--- src/rtl/uart_cmd_framer.sv ---
// ---------------------------------------------------------------------------
// uart_cmd_framer
//
// Sits between the byte-level UART and the command processor.
//
// RX path: collects CMD_BYTES received bytes into one command word (first
// byte received lands in the MSBs). A completed frame is copied into the
// double-buffered cmd output together with cmd_rdy. A frame that completes
// while the previous one is still unacknowledged sets the sticky overrun
// flag. A partial frame left idle for TIMEOUT_CYC clocks is discarded with
// a one-cycle frame_err pulse. TIMEOUT_CYC = 0 disables the timeout.
//
// TX path: latches a RESP_BYTES response word and feeds it to the UART one
// byte at a time (MSB byte first) using the trmt / tx_done handshake.
//
// The RX and TX paths share only the clock and reset.
//
// Ports:
//   clk          system clock
//   rst          synchronous active-high reset
//   rx_rdy       UART received byte valid (level, held until cleared)
//   rx_data      UART received byte
//   clr_rx_rdy   one-cycle acknowledge of rx_data
//   cmd          last complete command, first byte in the MSBs
//   cmd_rdy      complete command available
//   clr_cmd_rdy  consumer acknowledge of cmd
//   overrun      sticky: a frame completed while cmd_rdy was still set
//   frame_err    one-cycle pulse: partial frame dropped on timeout
//   resp_vld     response request
//   resp_data    response word, MSB byte sent first
//   resp_busy    response transmission in progress
//   trmt         one-cycle pulse starting a UART byte transmit
//   tx_data      byte being transmitted, stable from trmt until tx_done
//   tx_done      UART transmit complete (level)
// ---------------------------------------------------------------------------
module uart_cmd_framer #(
  parameter int CMD_BYTES   = 3,
  parameter int RESP_BYTES  = 1,
  parameter int TIMEOUT_CYC = 1000000
) (
  input  logic                    clk,
  input  logic                    rst,
  input  logic                    rx_rdy,
  input  logic [7:0]              rx_data,
  output logic                    clr_rx_rdy,
  output logic [8*CMD_BYTES-1:0]  cmd,
  output logic                    cmd_rdy,
  input  logic                    clr_cmd_rdy,
  output logic                    overrun,
  output logic                    frame_err,
  input  logic                    resp_vld,
  input  logic [8*RESP_BYTES-1:0] resp_data,
  output logic                    resp_busy,
  output logic                    trmt,
  output logic [7:0]              tx_data,
  input  logic                    tx_done
);

  localparam int IDX_W    = (CMD_BYTES > 1)   ? $clog2(CMD_BYTES)   : 1;
  localparam int K_W      = (RESP_BYTES > 1)  ? $clog2(RESP_BYTES)  : 1;
  localparam int CNT_W    = (TIMEOUT_CYC > 1) ? $clog2(TIMEOUT_CYC) : 1;
  localparam int TMO_LAST = (TIMEOUT_CYC > 0) ? TIMEOUT_CYC - 1     : 0;

  localparam logic [IDX_W-1:0] IDX_LAST = IDX_W'(CMD_BYTES - 1);
  localparam logic [K_W-1:0]   K_LAST   = K_W'(RESP_BYTES - 1);
  localparam logic [CNT_W-1:0] CNT_LAST = CNT_W'(TMO_LAST);

  typedef enum logic {
    RX_WAIT,
    RX_ACK
  } rx_state_t;

  typedef enum logic [1:0] {
    TX_IDLE,
    TX_SEND,
    TX_HOLD,
    TX_WAIT
  } tx_state_t;

  // ---------------------------------------------------------------------
  // RX path
  // ---------------------------------------------------------------------
  rx_state_t             rx_state;
  rx_state_t             rx_next;
  logic [IDX_W-1:0]      idx;
  logic [8*CMD_BYTES-1:0] asm_buf;
  logic [8*CMD_BYTES-1:0] asm_next;
  logic [CNT_W-1:0]      tmo_cnt;
  logic                  capture;
  logic                  frame_done;
  logic                  tmo_expire;

  always_ff @(posedge clk) begin
    if (rst) begin
      rx_state <= RX_WAIT;
    end else begin
      rx_state <= rx_next;
    end
  end

  // RX_ACK swallows the cycle in which the UART is still dropping rx_rdy,
  // so a byte can never be captured twice.
  always_comb begin
    rx_next    = rx_state;
    clr_rx_rdy = 1'b0;
    capture    = 1'b0;
    case (rx_state)
      RX_WAIT: begin
        if (rx_rdy) begin
          clr_rx_rdy = 1'b1;
          capture    = 1'b1;
          rx_next    = RX_ACK;
        end
      end
      RX_ACK:  rx_next = RX_WAIT;
      default: rx_next = RX_WAIT;
    endcase
  end

  // asm_next is the assembly buffer with the byte being captured this cycle
  // merged in, so a completing frame can go straight into cmd at the same
  // edge. A capture in the expiry cycle keeps the frame alive.
  always_comb begin
    frame_done = capture && (idx == IDX_LAST);
    tmo_expire = (TIMEOUT_CYC != 0) && (idx != '0) && !capture &&
                 (tmo_cnt == CNT_LAST);
    asm_next   = asm_buf;
    for (int i = 0; i < CMD_BYTES; i++) begin
      if (capture && (idx == IDX_W'(i))) begin
        asm_next[8*(CMD_BYTES-1-i) +: 8] = rx_data;
      end
    end
  end

  // Frame completion has priority over clr_cmd_rdy, so a consumer ack that
  // coincides with a new frame never loses it and never flags an overrun.
  always_ff @(posedge clk) begin
    if (rst) begin
      idx       <= '0;
      asm_buf   <= '0;
      cmd       <= '0;
      cmd_rdy   <= 1'b0;
      overrun   <= 1'b0;
      frame_err <= 1'b0;
      tmo_cnt   <= '0;
    end else begin
      frame_err <= tmo_expire;

      if (capture) begin
        asm_buf <= asm_next;
      end

      if (frame_done || tmo_expire) begin
        idx <= '0;
      end else if (capture) begin
        idx <= idx + IDX_W'(1);
      end

      if (capture || (idx == '0) || tmo_expire || (TIMEOUT_CYC == 0)) begin
        tmo_cnt <= '0;
      end else begin
        tmo_cnt <= tmo_cnt + CNT_W'(1);
      end

      if (frame_done) begin
        cmd     <= asm_next;
        cmd_rdy <= 1'b1;
      end else if (clr_cmd_rdy) begin
        cmd_rdy <= 1'b0;
      end

      if (frame_done && cmd_rdy && !clr_cmd_rdy) begin
        overrun <= 1'b1;
      end else if (clr_cmd_rdy) begin
        overrun <= 1'b0;
      end
    end
  end

  // ---------------------------------------------------------------------
  // TX path
  // ---------------------------------------------------------------------
  tx_state_t               tx_state;
  tx_state_t               tx_next;
  logic [8*RESP_BYTES-1:0] resp_buf;
  logic [K_W-1:0]          k;
  logic                    resp_latch;
  logic                    k_advance;

  always_ff @(posedge clk) begin
    if (rst) begin
      tx_state <= TX_IDLE;
    end else begin
      tx_state <= tx_next;
    end
  end

  // TX_HOLD covers the cycle where tx_done may still be high from the
  // previous byte before the UART has reacted to trmt.
  always_comb begin
    tx_next    = tx_state;
    trmt       = 1'b0;
    resp_latch = 1'b0;
    k_advance  = 1'b0;
    case (tx_state)
      TX_IDLE: begin
        if (resp_vld) begin
          resp_latch = 1'b1;
          tx_next    = TX_SEND;
        end
      end
      TX_SEND: begin
        trmt    = 1'b1;
        tx_next = TX_HOLD;
      end
      TX_HOLD: tx_next = TX_WAIT;
      TX_WAIT: begin
        if (tx_done) begin
          if (k == K_LAST) begin
            tx_next = TX_IDLE;
          end else begin
            k_advance = 1'b1;
            tx_next   = TX_SEND;
          end
        end
      end
      default: tx_next = TX_IDLE;
    endcase
  end

  // tx_data is a pure select of the latched word, so it stays put until k
  // moves on after tx_done, and reads 0 after reset.
  always_comb begin
    resp_busy = (tx_state != TX_IDLE);
    tx_data   = 8'h00;
    for (int j = 0; j < RESP_BYTES; j++) begin
      if (k == K_W'(j)) begin
        tx_data = resp_buf[8*(RESP_BYTES-1-j) +: 8];
      end
    end
  end

  always_ff @(posedge clk) begin
    if (rst) begin
      resp_buf <= '0;
      k        <= '0;
    end else if (resp_latch) begin
      resp_buf <= resp_data;
      k        <= '0;
    end else if (k_advance) begin
      k <= k + K_W'(1);
    end
  end

endmodule

--- config.mk ---
export PLATFORM = sky130hd
export DESIGN_NAME = uart_cmd_framer
export DESIGN_NICKNAME = d
export VERILOG_FILES = /design/src/rtl/uart_cmd_framer.sv
export SDC_FILE = /design/constraint.sdc
export NUM_CORES = 1
export LEC_CHECK = 0
export ABC_CLOCK_PERIOD_IN_PS = 1970
export CAP_MARGIN = 20
export CORE_ASPECT_RATIO = 2
export CORE_MARGIN = 3
export CORE_UTILIZATION = 40
export DETAILED_ROUTE_END_ITERATION = 10
export HOLD_SLACK_MARGIN = 0.12
export PLACE_DENSITY_LB_ADDON = 0.15
export SLEW_MARGIN = 20
export SYNTH_ARGS = -nofsm -noshare
export SYNTH_HDL_FRONTEND = slang
export SYNTH_SLANG_ARGS = --single-unit
--- constraint.sdc ---
create_clock -name clk -period 1.97 [get_ports clk]
set_clock_uncertainty 0.15 [all_clocks]
set_input_delay 0.4925 -clock clk [delete_from_list [all_inputs] [get_ports clk]]
set_output_delay 0.4925 -clock clk [all_outputs]
set_load 0.02 [all_outputs]
==> impl_metrics.yaml, run 1 <==
run_status:
  status: "finished, violations left"
  violations: "negative setup slack"
setup_path:
  crit_fanout: 19
  reg2reg_slack_ns: -0.12
  crit_arrival_ns: 2.15
  critPathRequiredTime_ns: 2.03
  cp_slowest_cell: "or4_4"
  reg2reg_from: "tmo_cnt[11]"
  end_kind: "flip-flop"
  crit_start: "tmo_cnt[11]"
  cp-start-kind: "flip-flop"
  critPathMaxStageDelay_ns: 0.60
  crit_type: "reg -> reg"
  path_cells: "or4b_4 > or4_4 > o21bai_4 > buf_12 > a21oi_1"
yosys:
  ys_ff_latch: 77
  synth_seq_area_share_pct: 50.76
  synth_compound_area_share_pct: 11.17
  synthesis.area_sq_um: 3037
  synth_xor_area_share_pct: 3.749
  synth_area_leader_cell: "dfxtp_1"
  syn_area_per_cell_sq_um: 9.119
  synthMuxAreaShare_pct: 5.604
  yosys_warnings: 0
  ys_types: 36
  synth_top_family_by_area: "simple AND/OR/NAND/NOR gates"
  yosys.area_share.simple_pct: 21.84
  synth_fa_ha_area_share_pct: 3.296
  syn-instance-count: 333
  synth_top_cell_area_share_pct: 50.76
  synth_nets: 363
  synth_area_leaders: "dfxtp_1 51%, nor2_1 6.2%, mux2i_1 5.6%"
timing:
  fin_crit_ns: 2.086
  finalSetupViolCount: 21
  setup_slack_ns: -0.1160
  slew-limit-headroom_pct: 61.90
  worst_hold_slack_ns: 0.2980
  hold_viol: 0
  fin_setup_tns_ns: -2.083
  max_freq_mhz: 479.4
  rsz0062_at_grt: "yes"
  worstMarginPinSlew_ns: 0.5716
  drv_slew: 0
  period_share_pct: 105.9
cts:
  cts_hold_buf: 0
  numCtsBuffers: 9
  h-tree-depth: 3
  cts_root_buf: "clkbuf_16"
  cts.path.max_buffers: 2
  cts.sinks: 77
  insertion_delay_ns: 0.33
  path_clk_slew_ns: 0.06
  cts_tree: "done"
power_and_ir_drop:
  vdd_drop_max_mv: 0.7222
  p_per_area_nw_per_um2: 955.0
  leakagePower_nw: 1.791
floorplan:
  rows: 44
  ios: 60
  die_x_um: 67.61
  die-area_sq_um: 8737
  die_h_um: 129.2
  core_area_sq_um: 7322
  start_util_pct: 41.47
grt:
  grt_overflow: 0
  grt_util_all_layers_pct: 17.52
  grt_max_degree: 58
  antenna_found_initial: 0
  grt_pass1_wl_um: 11390
  first_global_vias: 2525
finish:
  final_util_pct: 58.39
  diodes: 0
  drive_gt1_share_pct: 13.84
  final_nets: 444
  syn_to_final_growth_pct: 40.79
routing:
  firstDrtPassIters: 4
  totalWireLength_um: 7044
  wl_per_cell_um: 13.78
  viasPerCell: 4.973
  route.detailed.drc: 0
  vias: 2541
  drt_iter0_markers: 114
  ant_nets: 0
placement:
  hpwl_um: 5222
  numPortBuffers: 59
  gp_congestion: 0.7738
  pre_cts_slack_ns: -0.5214
job:
  drv_cap: 0
min_path:
  hp-class: "reg -> reg"
  holdCritStartpoint: "resp_buf[6]"
==> path summary, 6_finish.rpt <==
path,endpoint,cells past startpoint
max,tmo_cnt[19],5
min,resp_buf[6],2
max reg2reg,tmo_cnt[19],5
min reg2reg,resp_buf[6],2
==> per-stage QoR <==
step | power [mW] | cell area (sq um) | std cells
after detailed placement | 2.480 | 3934 | 495
after CTS | 4.137 | 4244 | 511
final | 4.083 | 4275 | 511
after global routing | 4.267 | 4275 | 511
after global placement | 2.456 | 3934 | 495
after floorplan | 2.131 | 3040 | 333
==> worst max-delay path, delay by kind of cell, from the launching register on <==
kind | cells | cell delay (ns)
DFF | 1 | 0.31
buffers and inverters | 1 | 0.17
AOI/OAI and AO/OA | 2 | 0.21
and+or+nand+nor | 2 | 1.12
==> registers in the layout, indices dropped and copies added, names as in the netlist, 2 cells and up <==
name	flops
asm_buf	16
cmd	24
idx	2
resp_buf	8
tmo_cnt	20
tx_state	2
==> cells in the mapped netlist (all sizes together) <==
master	instances
dfxtp	77
nor2	50
nand2	40
a21oi	23
a211oi	17
mux2i	17
inv	12
clkbuf	11
nor2b	10
ha	8
nand3	8
nand4	7
xnor2	7
xor2	6
nor3	5
and4	4
buf	4
o21ai	4
or3	4
or4	3
o31ai	2
o41ai	2
or4b	2
a2111oi	1
a221oi	1
a22oi	1
and2	1
and3	1
and3b	1
nand2b	1
nor4	1
o21bai	1
or4bb	1
==> power by group <==
part           switching, mW  total (mW)  internal (mW)
Sequential            0.0357        1.68           1.65
Combinational          0.390       0.709          0.318
Clock                  0.609        1.69           1.08
==> kinds of logic (layout without fill, tap and decap cells) <==
family	Yosys count	after routing
compound gates	52	52
xor+xnor	13	13
fa+ha+maj	8	8
buf+inv	27	113
flops	77	77
mux	17	17
simple gates	139	139
==> what timing repair did <==
action / 4_1_cts / 5_1_grt
endpoints found under the setup margin: 33 / 44
setup buffers: 0 / 0
hold endpoints to repair: 0 / 0
pin swaps: 1 / 2
gates resized for setup: 21 / 13
==> per-layer routing <==
layer / wire (um) / part of all wire, % / GRT usage (%)
met4: 102 / 1.4 / 8.732
met5: 0 / 0 / 0
met2: 4020 / 57 / 32.57
met1: 2619 / 37 / 17.23
met3: 302 / 4.3 / 4.076
==> final cells by class <==
cell class / instances / area, sq um
clock buffer: 13 / 270.3
clock inverter: 3 / 42.54
fill: 671 / 3047
inverter: 12 / 45.04
multi-input combinational: 229 / 1419
sequential: 77 / 1548
tap: 92 / 115.1
timing repair buffer: 85 / 835.8
==> cells in the final DEF, fill, tap and decap left out, types with 2 or more instances in the layout <==
master	Yosys	routed
clkbuf_8	0	3
mux2i_1	17	17
buf_4	0	22
or3_1	4	4
buf_12	0	5
buf_2	0	2
nand2_1	40	40
nand4_1	7	7
o31ai_1	2	2
o21ai_0	4	4
clkdlybuf4s50_1	0	41
xor2_1	6	6
inv_1	12	12
clkbuf_16	0	9
and4_1	3	3
ha_1	8	8
nor2_1	50	49
a21oi_1	23	23
dlymetal6s2s_1	0	5
nand3_1	8	8
dfxtp_1	77	72
dfxtp_2	0	5
or4_1	2	2
nor3_1	5	4
nor2b_1	10	9
xnor2_1	7	7
dlygate4sd2_1	0	10
a211oi_1	17	17
No activity file was read; power rests on OpenSTA's default activity.
==> inputs of run 2 (changes only) <==
--- a/config.mk
+++ b/config.mk
@@ -11,9 +11,9 @@
 export CORE_MARGIN = 3
 export CORE_UTILIZATION = 40
 export DETAILED_ROUTE_END_ITERATION = 10
-export HOLD_SLACK_MARGIN = 0.12
 export PLACE_DENSITY_LB_ADDON = 0.15
 export SLEW_MARGIN = 20
 export SYNTH_ARGS = -nofsm -noshare
 export SYNTH_HDL_FRONTEND = slang
 export SYNTH_SLANG_ARGS = --single-unit
+export TNS_END_PERCENT = 20
==> run 2 against run 1 <==
The flow still finishes with violations (negative setup slack); setup slack got worse by 0.00085 ns; clock power increased by 7%; sequential share of layout area is 0.56 points lower; first-iteration DRC count down 6.1%; via count grew 2.8%; global-route usage rose by 1.4 points; maximum frequency barely moved; sequential power hardly changed; core utilization increased by 1.0 points; critical path type unchanged; critical endpoint is now idx[0]; largest cell class unchanged; highest routed layer unchanged.
==> impl_metrics.yaml, run 2 (same netlist as run 1, synthesis figures left out) <==
power_and_ir_drop:
  leakagePower_nw: 1.743
  vdd_drop_max_mv: 0.7490
  finalPower_mw: 4.254
  p_per_area_nw_per_um2: 978.2
setup_path:
  crit_type: "reg -> reg"
  crit_fanout: 2
  r2r_end: "idx[0]"
  critPathMaxStageDelay_ns: 0.59
  reg2reg_slack_ns: -0.12
  reg2reg_from: "tmo_cnt[6]"
  critPathRequiredTime_ns: 2.02
  r2r_cells: 5
  crit_arrival_ns: 2.13
  cp-start-kind: "flip-flop"
  end_kind: "flip-flop"
  cp_slowest_cell: "or4_4"
  path_cells: "or4bb_1 > or4_4 > buf_6 > nor3_4 > o41ai_1"
floorplan:
  start_util_pct: 41.47
  die_h_um: 129.2
  die-area_sq_um: 8737
  core_area_sq_um: 7322
  ios: 60
  die_x_um: 67.61
  rows: 44
routing:
  firstDrtPassIters: 4
  drt_iter0_markers: 107
  wl_per_cell_um: 14.56
  ant_nets: 0
  vias: 2613
  viasPerCell: 5.035
  totalWireLength_um: 7555
  route.detailed.drc: 0
job:
  drv_cap: 0
placement:
  hpwl_um: 5479
  gp_congestion: 0.7381
  numPortBuffers: 59
  pre_cts_slack_ns: -0.5736
grt:
  grt_overflow: 0
  grt_pass1_wl_um: 12120
  grt_max_degree: 58
  grt_util_all_layers_pct: 18.95
  antenna_found_initial: 0
  first_global_vias: 2577
finish:
  mostFrequentLayoutCells: "70 x dfxtp_1, 49 x nor2_1, 46 x clkdlybuf4s50_1, 40 x nand2_1, 30 x buf_4"
  largest_reg_flops: 24
  final_nets: 453
  syn_to_final_growth_pct: 43.22
  drive_gt1_share_pct: 16.63
  diodes: 0
  regMostFlops: "cmd"
  final_common_cell: "dfxtp_1"
  top_regs: "cmd (24), tmo_cnt (20), asm_buf (16)"
min_path:
  holdCritStartpoint: "resp_buf[0]"
  holdPathStages: 2
  hp-class: "reg -> reg"
  whs_endpoint: "resp_buf[0]"
run_status:
  violations: "negative setup slack"
  status: "finished, violations left"
timing:
  hold_viol: 0
  rsz0062_at_grt: "yes"
  slew-limit-headroom_pct: 61.09
  drv_slew: 0
  fin_crit_ns: 2.087
  setup_slack_ns: -0.1168
  max_freq_mhz: 479.2
  worstMarginPinSlew_ns: 0.5836
  period_share_pct: 105.9
  finalSetupViolCount: 22
cts:
  numCtsBuffers: 9
  cts.sinks: 77
  insertion_delay_ns: 0.33
  cts_tree: "done"
  cts_root_buf: "clkbuf_16"
  path_clk_slew_ns: 0.05
  h-tree-depth: 3
  cts.path.max_buffers: 2
-- run 2: through the flow --
stage | std cells | area, sq um | utilization [%] | hold WS (ns) | TNS, ns
4_1_cts | 519 | 4344 | 59.33 | 0.3005 | -2.159
6_report | 519 | 4349 | 59.40 | 0.2990 | -1.758
3_5_place_dp | 502 | 3961 | 54.10 | 0.2928 | -18.03
2_1_floorplan | 333 | 3039 | - | 0.2761 | -0.9320
3_3_place_gp | 502 | 3961 | 54.10 | 0.2874 | -17.18
5_1_grt | 519 | 4349 | 59.40 | 0.3173 | -2.749
-- run 2: how the worst max path moves through the flow --
stage / from / to
final: tmo_cnt[6] / idx[0]
after detailed placement: rx_rdy / clr_rx_rdy
after global routing: tmo_cnt[6] / idx[0]
after CTS: tmo_cnt[11] / idx[1]
after global placement: rx_rdy / clr_rx_rdy
after floorplan: tmo_cnt[13] / tmo_cnt[13]
-- run 2: report_power, final --
group	switching (mW)	internal, mW	total [mW]
sequential	0.0414	1.65	1.69
combinational	0.409	0.351	0.759
clock	0.600	1.20	1.80
-- run 2: layout make-up --
class	instances	area, sq um
Clock buffer	12	266.5
Clock inverter	3	67.56
Fill cell	664	2973
Inverter	12	45.04
Multi-Input combinational cell	229	1423
Sequential cell	77	1550
Tap cell	92	115.1
Timing Repair Buffer	94	882.1
-- run 2: metal layers --
metal  global-route usage, %  part of all wire (%)  up-vias
met2                   37.16                    59       54
met4                   8.612                   1.9        0
met1                   16.87                    34     1226
met3                   4.857                   4.9       11
li1                        -                     -     1322
met5                       0                     0        -
-- run 2: repair_timing --
action | 4_1_cts | 5_1_grt
setup buffers | 2 | 0
pin swaps | 9 | 4
hold buffers | 0 | 0
gates cloned | 0 | 0
endpoints found under the setup margin | 44 | 28
resized for setup | 30 | 7
-- run 2: worst max-delay path: cells and delay by family (launching register included) --
kind | cells | cell delay [ns]
AO/OA/AOI/OAI | 1 | 0.09
buffers and inverters | 1 | 0.15
AND/OR/NAND/NOR | 3 | 1.25
flip-flops | 1 | 0.32
==> inputs of run 3 (changes only) <==
--- a/config.mk
+++ b/config.mk
@@ -7,8 +7,8 @@
 export LEC_CHECK = 0
 export ABC_CLOCK_PERIOD_IN_PS = 1970
 export CAP_MARGIN = 20
-export CORE_ASPECT_RATIO = 2
-export CORE_MARGIN = 3
+export CORE_ASPECT_RATIO = 1.5
+export CORE_MARGIN = 5
 export CORE_UTILIZATION = 40
 export DETAILED_ROUTE_END_ITERATION = 10
 export PLACE_DENSITY_LB_ADDON = 0.15
==> constraint.sdc (replaced) <==
create_clock -name clk -period 1.97 [get_ports clk]
set_clock_uncertainty 0.15 [all_clocks]
set_input_delay 0.4925 -clock clk [delete_from_list [all_inputs] [get_ports clk]]
set_output_delay 0.4925 -clock clk [all_outputs]
set_load 0.01 [all_outputs]
==> run 3 against run 2 <==
The run still ends with negative setup slack left; cell count rose by 0.58%; maximum frequency rose by 0.55%; global-route usage fell by 3.1 points; largest power group unchanged.
==> impl_metrics.yaml, run 3 (same netlist as run 1, synthesis figures left out) <==
run_status:
  status: "finished, violations left"
  violations: "negative setup slack"
placement:
  hpwl_um: 5024
  placed_cells: 505
  place_area_sq_um: 3921
  numPortBuffers: 59
  pre_cts_slack_ns: -0.3564
  gp_congestion: 0.7598
routing:
  totalWireLength_um: 6905
  viasPerCell: 4.860
  firstDrtPassIters: 4
  ant_nets: 0
  route.detailed.drc: 0
  drt_iter0_markers: 96
  vias: 2537
  wl_per_cell_um: 13.23
timing:
  slew-limit-headroom_pct: 78.35
  drv_slew: 0
  setup_slack_ns: -0.1054
  fin_setup_tns_ns: -2.029
  period_share_pct: 105.4
  finalSetupViolCount: 21
  max_freq_mhz: 481.8
  worstMarginPinSlew_ns: 0.3166
  hold_viol: 0
  rsz0062_at_grt: "yes"
  fin_crit_ns: 2.075
floorplan:
  core_area_sq_um: 7515
  rows: 39
  die_h_um: 116.7
  ios: 60
  die_x_um: 81.14
  die-area_sq_um: 9470
  start_util_pct: 40.41
finish:
  instances_no_fill: 522
  final_util_pct: 57.64
  final_common_cell: "dfxtp_1"
  fill_cells: 700
  mostFrequentLayoutCells: "71 x dfxtp_1, 50 x nor2_1, 47 x clkdlybuf4s50_1, 40 x nand2_1"
  syn_to_final_growth_pct: 42.65
  design_area_sq_um: 4332
  diodes: 0
  top_regs: "cmd (24), tmo_cnt (20), asm_buf (16)"
  regMostFlops: "cmd"
  largest_reg_flops: 24
  drive_gt1_share_pct: 14.76
  final_nets: 445
cts:
  h-tree-depth: 3
  numCtsBuffers: 9
  cts_root_buf: "clkbuf_16"
  insertion_delay_ns: 0.33
  cts.sinks: 77
  cts.path.max_buffers: 2
  path_clk_slew_ns: 0.05
  cts_tree: "done"
power_and_ir_drop:
  p_per_area_nw_per_um2: 990.5
  switching_share_pct: 22.79
  p_int_mw: 3.313
  combPwrFrac_pct: 14.1
  seqPwrFrac_pct: 39.5
  clkPwrFrac_pct: 46.4
  switching_power_mw: 0.9776
  leakagePower_nw: 1.713
  vdd_drop_max_mv: 0.5060
setup_path:
  crit_type: "reg -> reg"
  cp-start-kind: "flip-flop"
  end_kind: "flip-flop"
  crit_fanout: 19
  crit_arrival_ns: 2.14
  critPathRequiredTime_ns: 2.03
job:
  drv_cap: 0
grt:
  grt_util_all_layers_pct: 15.82
  grt_max_degree: 43
  grt_pass1_wl_um: 11260
  first_global_vias: 2387
  grt_overflow: 0
  antenna_found_initial: 0
min_path:
  hp-class: "reg -> reg"
-- run 3: changes by cell type in the layout (fill, tap and decap cells not counted), moves of 2 or more --
cell	previous run	this run
buf_4	30	23
clkbuf_8	3	0
buf_6	2	0
bufinv_16	2	4
-- run 3: worst paths after layout --
| path | startpoint | end | slack [ns] | cells past startpoint |
|---|---|---|---|---|
| max | tmo_cnt[11] | tmo_cnt[19] | -0.11 | 5 |
| min | resp_buf[4] | resp_buf[4] | 0.30 | 2 |
| max reg2reg | tmo_cnt[11] | tmo_cnt[19] | -0.11 | 5 |
| min reg2reg | resp_buf[4] | resp_buf[4] | 0.30 | 2 |
-- run 3: power groups by stage --
stage | Sequential (mW) | Clock, mW | Combinational [mW]
detailed placement | 1.73 | 0 | 0.640
finish | 1.70 | 1.99 | 0.605
CTS | 1.69 | 2.03 | 0.614
global placement | 1.72 | 0 | 0.629
floorplan | 1.72 | 0 | 0.352
global route | 1.71 | 2.11 | 0.694
-- run 3: layer usage --
metal  vias up  track usage (%)  part of all wire [%]
met5         -                0                     0
met4         0            11.50                   3.7
met3        16            2.546                   5.5
met2        60            27.37                    52
met1      1152            17.17                    39
li1       1309                -                     -
-- run 3: what timing repair did --
item                       CTS  global route
resized for setup           21             8
setup endpoints to repair   33            24
hold buffers                 0             0
pin swaps                    2             0
setup buffers                1             0
-- run 3: critical path, cell delays in order, from the launching register on --
cell and delay (ns):
dfxtp_1 0.31, or4b_4 0.53, or4_4 0.58, o21bai_4 0.18, buf_12 0.16, a21oi_1 0.05
-- run 3: layout make-up --
| class | count | area, sq um | share of cell area (%) |
|---|---|---|---|
| clock buffers | 10 | 229.0 | 5.286 |
| clock inverters | 6 | 135.1 | 3.120 |
| inverters | 12 | 45.04 | 1.040 |
| multi-input cells | 229 | 1423 | 32.84 |
| flip-flops and latches | 77 | 1549 | 35.76 |
| well taps | 102 | 127.6 | 2.946 |
| repair buffers | 86 | 823.3 | 19.01 |
-- run 3: metrics by stage --
step | hold WS [ns] | total power, mW
floorplan | 0.2761 | 2.075
global placement | 0.2852 | 2.350
detailed placement | 0.2921 | 2.366
CTS | 0.3005 | 4.344
global route | 0.3122 | 4.509
finish | 0.2975 | 4.290
